**config.mk**
```make
export PLATFORM = sky130hd
export DESIGN_NAME = address_builder
export DESIGN_NICKNAME = d
export VERILOG_FILES = /design/src/rtl/address_builder_pkg.sv /design/src/rtl/address_builder_page_incrementer.sv /design/src/rtl/address_builder.sv
export SDC_FILE = /design/constraint.sdc
export NUM_CORES = 1
export LEC_CHECK = 0
export ABC_CLOCK_PERIOD_IN_PS = 3180
export BUFFER_PORTS_ARGS = -buffer_cell sky130_fd_sc_hd__buf_2
export CAP_MARGIN = 20
export CORE_ASPECT_RATIO = 1.4
export CORE_MARGIN = 1.5
export CORE_UTILIZATION = 46
export DETAILED_ROUTE_END_ITERATION = 10
export PLACE_DENSITY_LB_ADDON = 0.2
export SYNTH_ARGS = -nofsm -noshare
export SYNTH_HDL_FRONTEND = slang
export SYNTH_SLANG_ARGS = --single-unit
```
**constraint.sdc**
```tcl
create_clock -name clk -period 3.18 [get_ports clk]
set_input_delay 0.318 -clock clk [delete_from_list [all_inputs] [get_ports clk]]
set_output_delay 0.318 -clock clk [all_outputs]
set_load 0.01 [all_outputs]
```
**src/rtl/address_builder_pkg.sv**
```systemverilog
// Shared types and widths for the address builder.
// Holds the state enum and the address/byte width constants.
package address_builder_pkg;

  localparam int ADDR_WIDTH = 16;
  localparam int BYTE_WIDTH = 8;

  typedef enum logic [1:0] {
    EMPTY,
    HAVE_LOW,
    READY,
    FIXUP
  } state_t;

endpackage

```
**src/rtl/address_builder_page_incrementer.sv**
```systemverilog
// page_incrementer: 8-bit adder with carry-in and carry-out.
// Ports: a, b (operands), cin, sum, cout.
module page_incrementer
  import address_builder_pkg::*;
(
  input  logic [BYTE_WIDTH-1:0] a,
  input  logic [BYTE_WIDTH-1:0] b,
  input  logic                  cin,
  output logic [BYTE_WIDTH-1:0] sum,
  output logic                  cout
);

  logic [BYTE_WIDTH:0] total;

  assign total = {1'b0, a} + {1'b0, b}
               + {{BYTE_WIDTH{1'b0}}, cin};
  assign sum   = total[BYTE_WIDTH-1:0];
  assign cout  = total[BYTE_WIDTH];

endmodule

```
**src/rtl/address_builder.sv**
```systemverilog
// address_builder: builds a 16-bit address {ADH,ADL} from bus bytes,
// with indexed add, page-cross fixup and 16-bit increment.
// Ports: clk, nrst (sync active-low), busData, loadLow, loadHigh,
//   addIndex, indexValue, increment -> address, valid, busy, pageCross.
// Option: ADDRESS_BUILDER_PAGE_CROSS_EN enables the FIXUP cycle on an
//   ADL carry; without it the carry is dropped (wrap within page).
module address_builder
  import address_builder_pkg::*;
#(
  parameter logic [ADDR_WIDTH-1:0] RESET_ADDR = 16'hFFFC
) (
  input  logic                  clk,
  input  logic                  nrst,
  input  logic [BYTE_WIDTH-1:0] busData,
  input  logic                  loadLow,
  input  logic                  loadHigh,
  input  logic                  addIndex,
  input  logic [BYTE_WIDTH-1:0] indexValue,
  input  logic                  increment,
  output logic [ADDR_WIDTH-1:0] address,
  output logic                  valid,
  output logic                  busy,
  output logic                  pageCross
);

  state_t state, state_nx;

  logic [BYTE_WIDTH-1:0] adl, adl_nx;
  logic [BYTE_WIDTH-1:0] adh, adh_nx;
  logic                  pc_q, pc_nx;

  logic in_fixup;
  logic load_any;
  logic add_go;
  logic inc_go;

  logic [BYTE_WIDTH-1:0] lo_b, lo_sum, hi_sum;
  logic                  lo_cin, lo_cout;
  logic                  hi_cin, hi_cout;

`ifdef ADDRESS_BUILDER_PAGE_CROSS_EN
  assign in_fixup = (state == FIXUP);
`else
  assign in_fixup = 1'b0;
`endif

  // FIXUP swallows every command for its single cycle.
  assign load_any = (loadLow | loadHigh) & ~in_fixup;
  assign add_go   = ~load_any & addIndex
                  & (state == READY);
  assign inc_go   = ~load_any & ~addIndex & increment
                  & (state == READY);

  // Low adder serves both the index add and the +1.
  assign lo_b   = add_go ? indexValue : '0;
  assign lo_cin = inc_go;

  // High adder serves both the fixup and the +1 ripple.
  assign hi_cin = in_fixup | (inc_go & lo_cout);

  page_incrementer u_lo (
    .a    (adl),
    .b    (lo_b),
    .cin  (lo_cin),
    .sum  (lo_sum),
    .cout (lo_cout)
  );

  page_incrementer u_hi (
    .a    (adh),
    .b    ('0),
    .cin  (hi_cin),
    .sum  (hi_sum),
    .cout (hi_cout)
  );

  always_comb begin
    state_nx = state;
    adl_nx   = adl;
    adh_nx   = adh;
    pc_nx    = 1'b0;
    unique case (1'b1)
      in_fixup: begin
        adh_nx   = hi_sum;
        state_nx = READY;
      end
      load_any: begin
        if (loadLow)  adl_nx = busData;
        if (loadHigh) adh_nx = busData;
        if (loadLow)
          state_nx = loadHigh ? READY : HAVE_LOW;
        else if (state != EMPTY)
          state_nx = READY;
      end
      add_go: begin
        adl_nx = lo_sum;
`ifdef ADDRESS_BUILDER_PAGE_CROSS_EN
        if (lo_cout) begin
          state_nx = FIXUP;
          pc_nx    = 1'b1;
        end
`endif
      end
      inc_go: begin
        adl_nx = lo_sum;
        adh_nx = hi_sum;
      end
      default: ;
    endcase
  end

  always_ff @(posedge clk) begin
    if (!nrst) begin
      state <= EMPTY;
      adl   <= RESET_ADDR[BYTE_WIDTH-1:0];
      adh   <= RESET_ADDR[ADDR_WIDTH-1:BYTE_WIDTH];
      pc_q  <= 1'b0;
    end else begin
      state <= state_nx;
      adl   <= adl_nx;
      adh   <= adh_nx;
      pc_q  <= pc_nx;
    end
  end

  assign address = {adh, adl};
  assign valid   = (state == READY);

`ifdef ADDRESS_BUILDER_PAGE_CROSS_EN
  assign busy      = (state == FIXUP);
  assign pageCross = pc_q;
`else
  assign busy      = 1'b0;
  assign pageCross = 1'b0;
`endif

  // The high adder's carry-out is meaningless: ADH wraps FF->00.
  logic unused_ok;
  assign unused_ok = hi_cout;

endmodule

```
==> flow_metrics.py <==
metrics = {
    "grt": {
        "grt_pass1_vias": 1366,
        "grt_pass1_wl_um": 5890,
        "use_met2_pct": 47.6,
        "globalRouteMet3Util_pct": 2.47,
        "grt_max_degree": 19,
        "antenna_found_initial": 0,
        "grt_overflow": 0,
        "busiest_layer": "met2",
        "grt.met1_usage_pct": 24.1,
        "grt_use_total_pct": 23.1,
    },
    "sta": {
        "setup_viol": 0,
        "final.setup_skew_ns": 0.00440,
        "final_hold_viol_count": 0,
        "setup_slack_ns": 0.00759,
        "drv_slew": 0,
        "fin_crit_ns": 3.17,
        "finalCritPeriodShare_pct": 99.8,
        "hold_ws_ns": 0.250,
        "rsz0062_at_grt": "yes",
        "setup_tns_ns": 0,
        "relSlewSlack_pct": 53.9,
        "fmax_mhz": 315,
        "worst_slew_pin_slew_ns": 0.688,
    },
    "synth": {
        "async_flop_share_pct": 0,
        "synth_cell_types": 48,
        "ys_ff_latch": 18,
        "ys_warn_count": 0,
        "ys.flop_type": "dfxtp_1",
        "netlist_area_mm2": 0.00133,
        "yosysSeqAreaShare_pct": 27.1,
        "syn_area_per_cell_um2": 8.69,
        "synth_cells": 153,
        "synth-edff-count": 0,
    },
    "clocking": {
        "max-clock-path-buffers": 2,
        "numCtsBuffers": 3,
        "clkTransAtPathRegs_ns": 0.11,
        "cts_tree": "yes",
        "clk_latency_ns": 0.30,
        "cts_root_buffer": "clkbuf_4",
        "htree_levels": 1,
        "cts.sinks": 18,
    },
    "floorplanning": {
        "placementRows": 22,
        "core_area_mm2": 0.00270,
        "die_h_um": 66.6,
        "dieArea_mm2": 0.00323,
        "dieWidth_um": 48.4,
        "top_level_ports": 41,
        "start_util_pct": 49.3,
    },
    "final_layout": {
        "antennaDiodeCount": 0,
        "final_nets": 237,
        "drive_gt1_share_pct": 40.9,
        "synthToLayoutAreaGrowth_pct": 30.2,
        "nFillCells": 271,
        "utilization_pct": 64.2,
    },
    "power": {
        "switchingPower_uw": 160,
        "p_int_uw": 371,
        "powerDensity_mw_per_mm2": 307,
        "swShare_pct": 30.1,
        "p_clk_share_pct": 27.9,
        "seqPwrFrac_pct": 48.6,
        "p_leak_nw": 0.851,
        "p_comb_share_pct": 23.5,
        "ir_worst_vdd_mv": 0.143,
    },
    "route": {
        "firstDrtPassIters": 6,
        "avgRoutedWirePerCell_um": 14.8,
        "vias": 1365,
        "postRouteAntennaNets": 0,
        "drtIter0Drc": 48,
        "avgViaCountPerCell": 5.71,
        "drcViolationCount": 0,
        "totalWireLength_um": 3530,
    },
    "worst_setup_path": {
        "cp_max_fo": 4,
        "slowest_stage": "fa_2",
        "crit_buf_inv": 0,
        "path_cells": "nor4b_4 -> and3_4 -> fa_2 -> fa_2 -> a21o_1 -> o21ba_4 -> o22ai_2 -> nand2b_4 -> a21oi_2 -> ha_2 -> and3_4 -> and3_4 -> a31oi_1 -> o21bai_1 -> a21bo_1",
        "cpPeakStageDelay_ns": 0.37,
        "end_kind": "flip-flop",
        "arrival_ns": 3.38,
        "crit_top_cell": "and3_4",
        "crit_path_start_kind": "flip-flop",
        "required_ns": 3.39,
        "path_class": "flip-flop to flip-flop",
        "cp_top_family": "compound AO/OA/AOI/OAI gates",
    },
    "hold_path": {
        "hold_path.class": "input port to flip-flop",
    },
    "outcome": {
        "status": "completed",
    },
    "placement": {
        "numPortBuffers": 38,
        "post-place-ws_ns": -0.0634,
        "place_hpwl_um": 2780,
        "place_congestion": 0.762,
    },
    "run": {
        "maxCapViolations": 0,
    },
}
==> layout by cell type, fill, tap and decap left out, drive strengths merged, types with 2 or more instances in the layout <==
master  count
or2         2
a21o        3
ha          9
and3       13
a221o       2
a211oi      3
xor2        3
a21boi      2
o211ai      3
nand3       3
fa          2
a31oi       5
o311ai      3
nand2      14
a21oi       4
inv         4
o21ai      14
nand4       2
buf        54
conb        2
o21bai      2
nor2        8
o211a       3
dfxtp      18
clkbuf      4
nand2b      3
mux2i       4
nand3b      2
==> worst reg2reg max path: stages (launching register included) <==
cell	delay (ns)
dfxtp_2	0.34
nor4b_4	0.14
and3_4	0.18
fa_2	0.37
fa_2	0.35
a21o_1	0.21
o21ba_4	0.20
o22ai_2	0.11
nand2b_4	0.15
a21oi_2	0.05
ha_2	0.19
and3_4	0.18
and3_4	0.19
a31oi_1	0.14
o21bai_1	0.08
a21bo_1	0.20
==> cells by family (layout without fill, tap and decap cells) <==
| family | after synthesis | after routing | synth area share, % |
|---|---|---|---|
| AO/OA/AOI/OAI | 50 | 50 | 26.9 |
| AND/OR/NAND/NOR | 50 | 50 | 21.1 |
| flip-flops | 18 | 18 | 27.1 |
| buffers and inverters | 14 | 63 | 6.68 |
| adder cells (fa/ha/maj) | 11 | 11 | 11.5 |
| multiplexers | 5 | 5 | 3.86 |
| XOR/XNOR | 4 | 4 | 2.63 |
| other | 1 | 2 | 0.282 |
==> routing by layer <==
layer | routed length (µm) | vias to the layer above
met5 | 0 | -
met1 | 1380 | 645
met2 | 1960 | 53
li1 | - | 665
met3 | 168 | 2
met4 | 15 | 0
==> final timing paths <==
kind,cells past startpoint,slack (ns),from,end
setup / recovery,15,0.008,state[1],adh[7]
hold / removal,3,0.25,busData[5],adh[5]
setup reg to reg,15,0.008,state[1],adh[7]
hold reg to reg,2,0.50,state[1],state[1]
==> synthesized netlist by cell type (2+ instances only) <==
cell / instances / area, µm²
o211ai_1: 3 / 22.5
o21bai_1: 2 / 15.0
nand2b_1: 3 / 18.8
clkbuf_1: 2 / 7.51
o211a_1: 3 / 30.0
o21ai_0: 11 / 55.1
a31oi_1: 5 / 31.3
mux2i_1: 4 / 40.0
o21ai_1: 2 / 10.0
nand4_1: 2 / 12.5
a21o_1: 3 / 22.5
a221o_1: 2 / 20.0
nor2_1: 8 / 30.0
nand3b_1: 2 / 15.0
fa_1: 2 / 40.0
or2_2: 2 / 12.5
nand2_1: 14 / 52.6
buf_4: 3 / 22.5
xor2_1: 3 / 26.3
a21oi_1: 4 / 20.0
and3_1: 11 / 68.8
a211oi_1: 3 / 22.5
and3_2: 2 / 15.0
buf_6: 3 / 33.8
a21boi_0: 2 / 15.0
nand3_1: 2 / 10.0
ha_1: 9 / 113
inv_1: 4 / 15.0
dfxtp_1: 18 / 360
==> registers in the layout, indices dropped and copies added, names as in the netlist <==
register,flops
adh,8
adl,8
state,2
==> final cells by class <==
cell class	instances	area, µm²	area share, %
multi-input cells	122	950	54.8
flip-flops and latches	18	363	21.0
repair buffers	54	314	18.1
well taps	36	45.0	2.60
clock buffers	4	36.3	2.10
inverters	5	23.8	1.37
==> repair_timing <==
item,in CTS,in global routing
pin swaps,2,7
hold endpoints to repair,0,0
cloned,0,0
hold buffers,0,0
buffers inserted,0,3
endpoints found under the setup margin,2,5
resized for setup,2,6
==> per-stage QoR <==
step / total power, mW / cell area [µm²] / instances
after floorplan: 0.336 / 1380 / 154
after global placement: 0.380 / 1640 / 232
after detailed placement: 0.385 / 1640 / 232
after CTS: 0.530 / 1680 / 236
after global routing: 0.560 / 1730 / 239
final: 0.531 / 1730 / 239
==> power by group through the flow <==
stage                     Combinational (mW)  Sequential, mW  Clock, mW
after detailed placement               0.122           0.263          0
final                                  0.125           0.258      0.148
after floorplan                       0.0696           0.266          0
after global routing                   0.137           0.261      0.163
after CTS                              0.123           0.258      0.149
after global placement                 0.119           0.261          0
No activity file was read; power rests on OpenSTA's default activity.
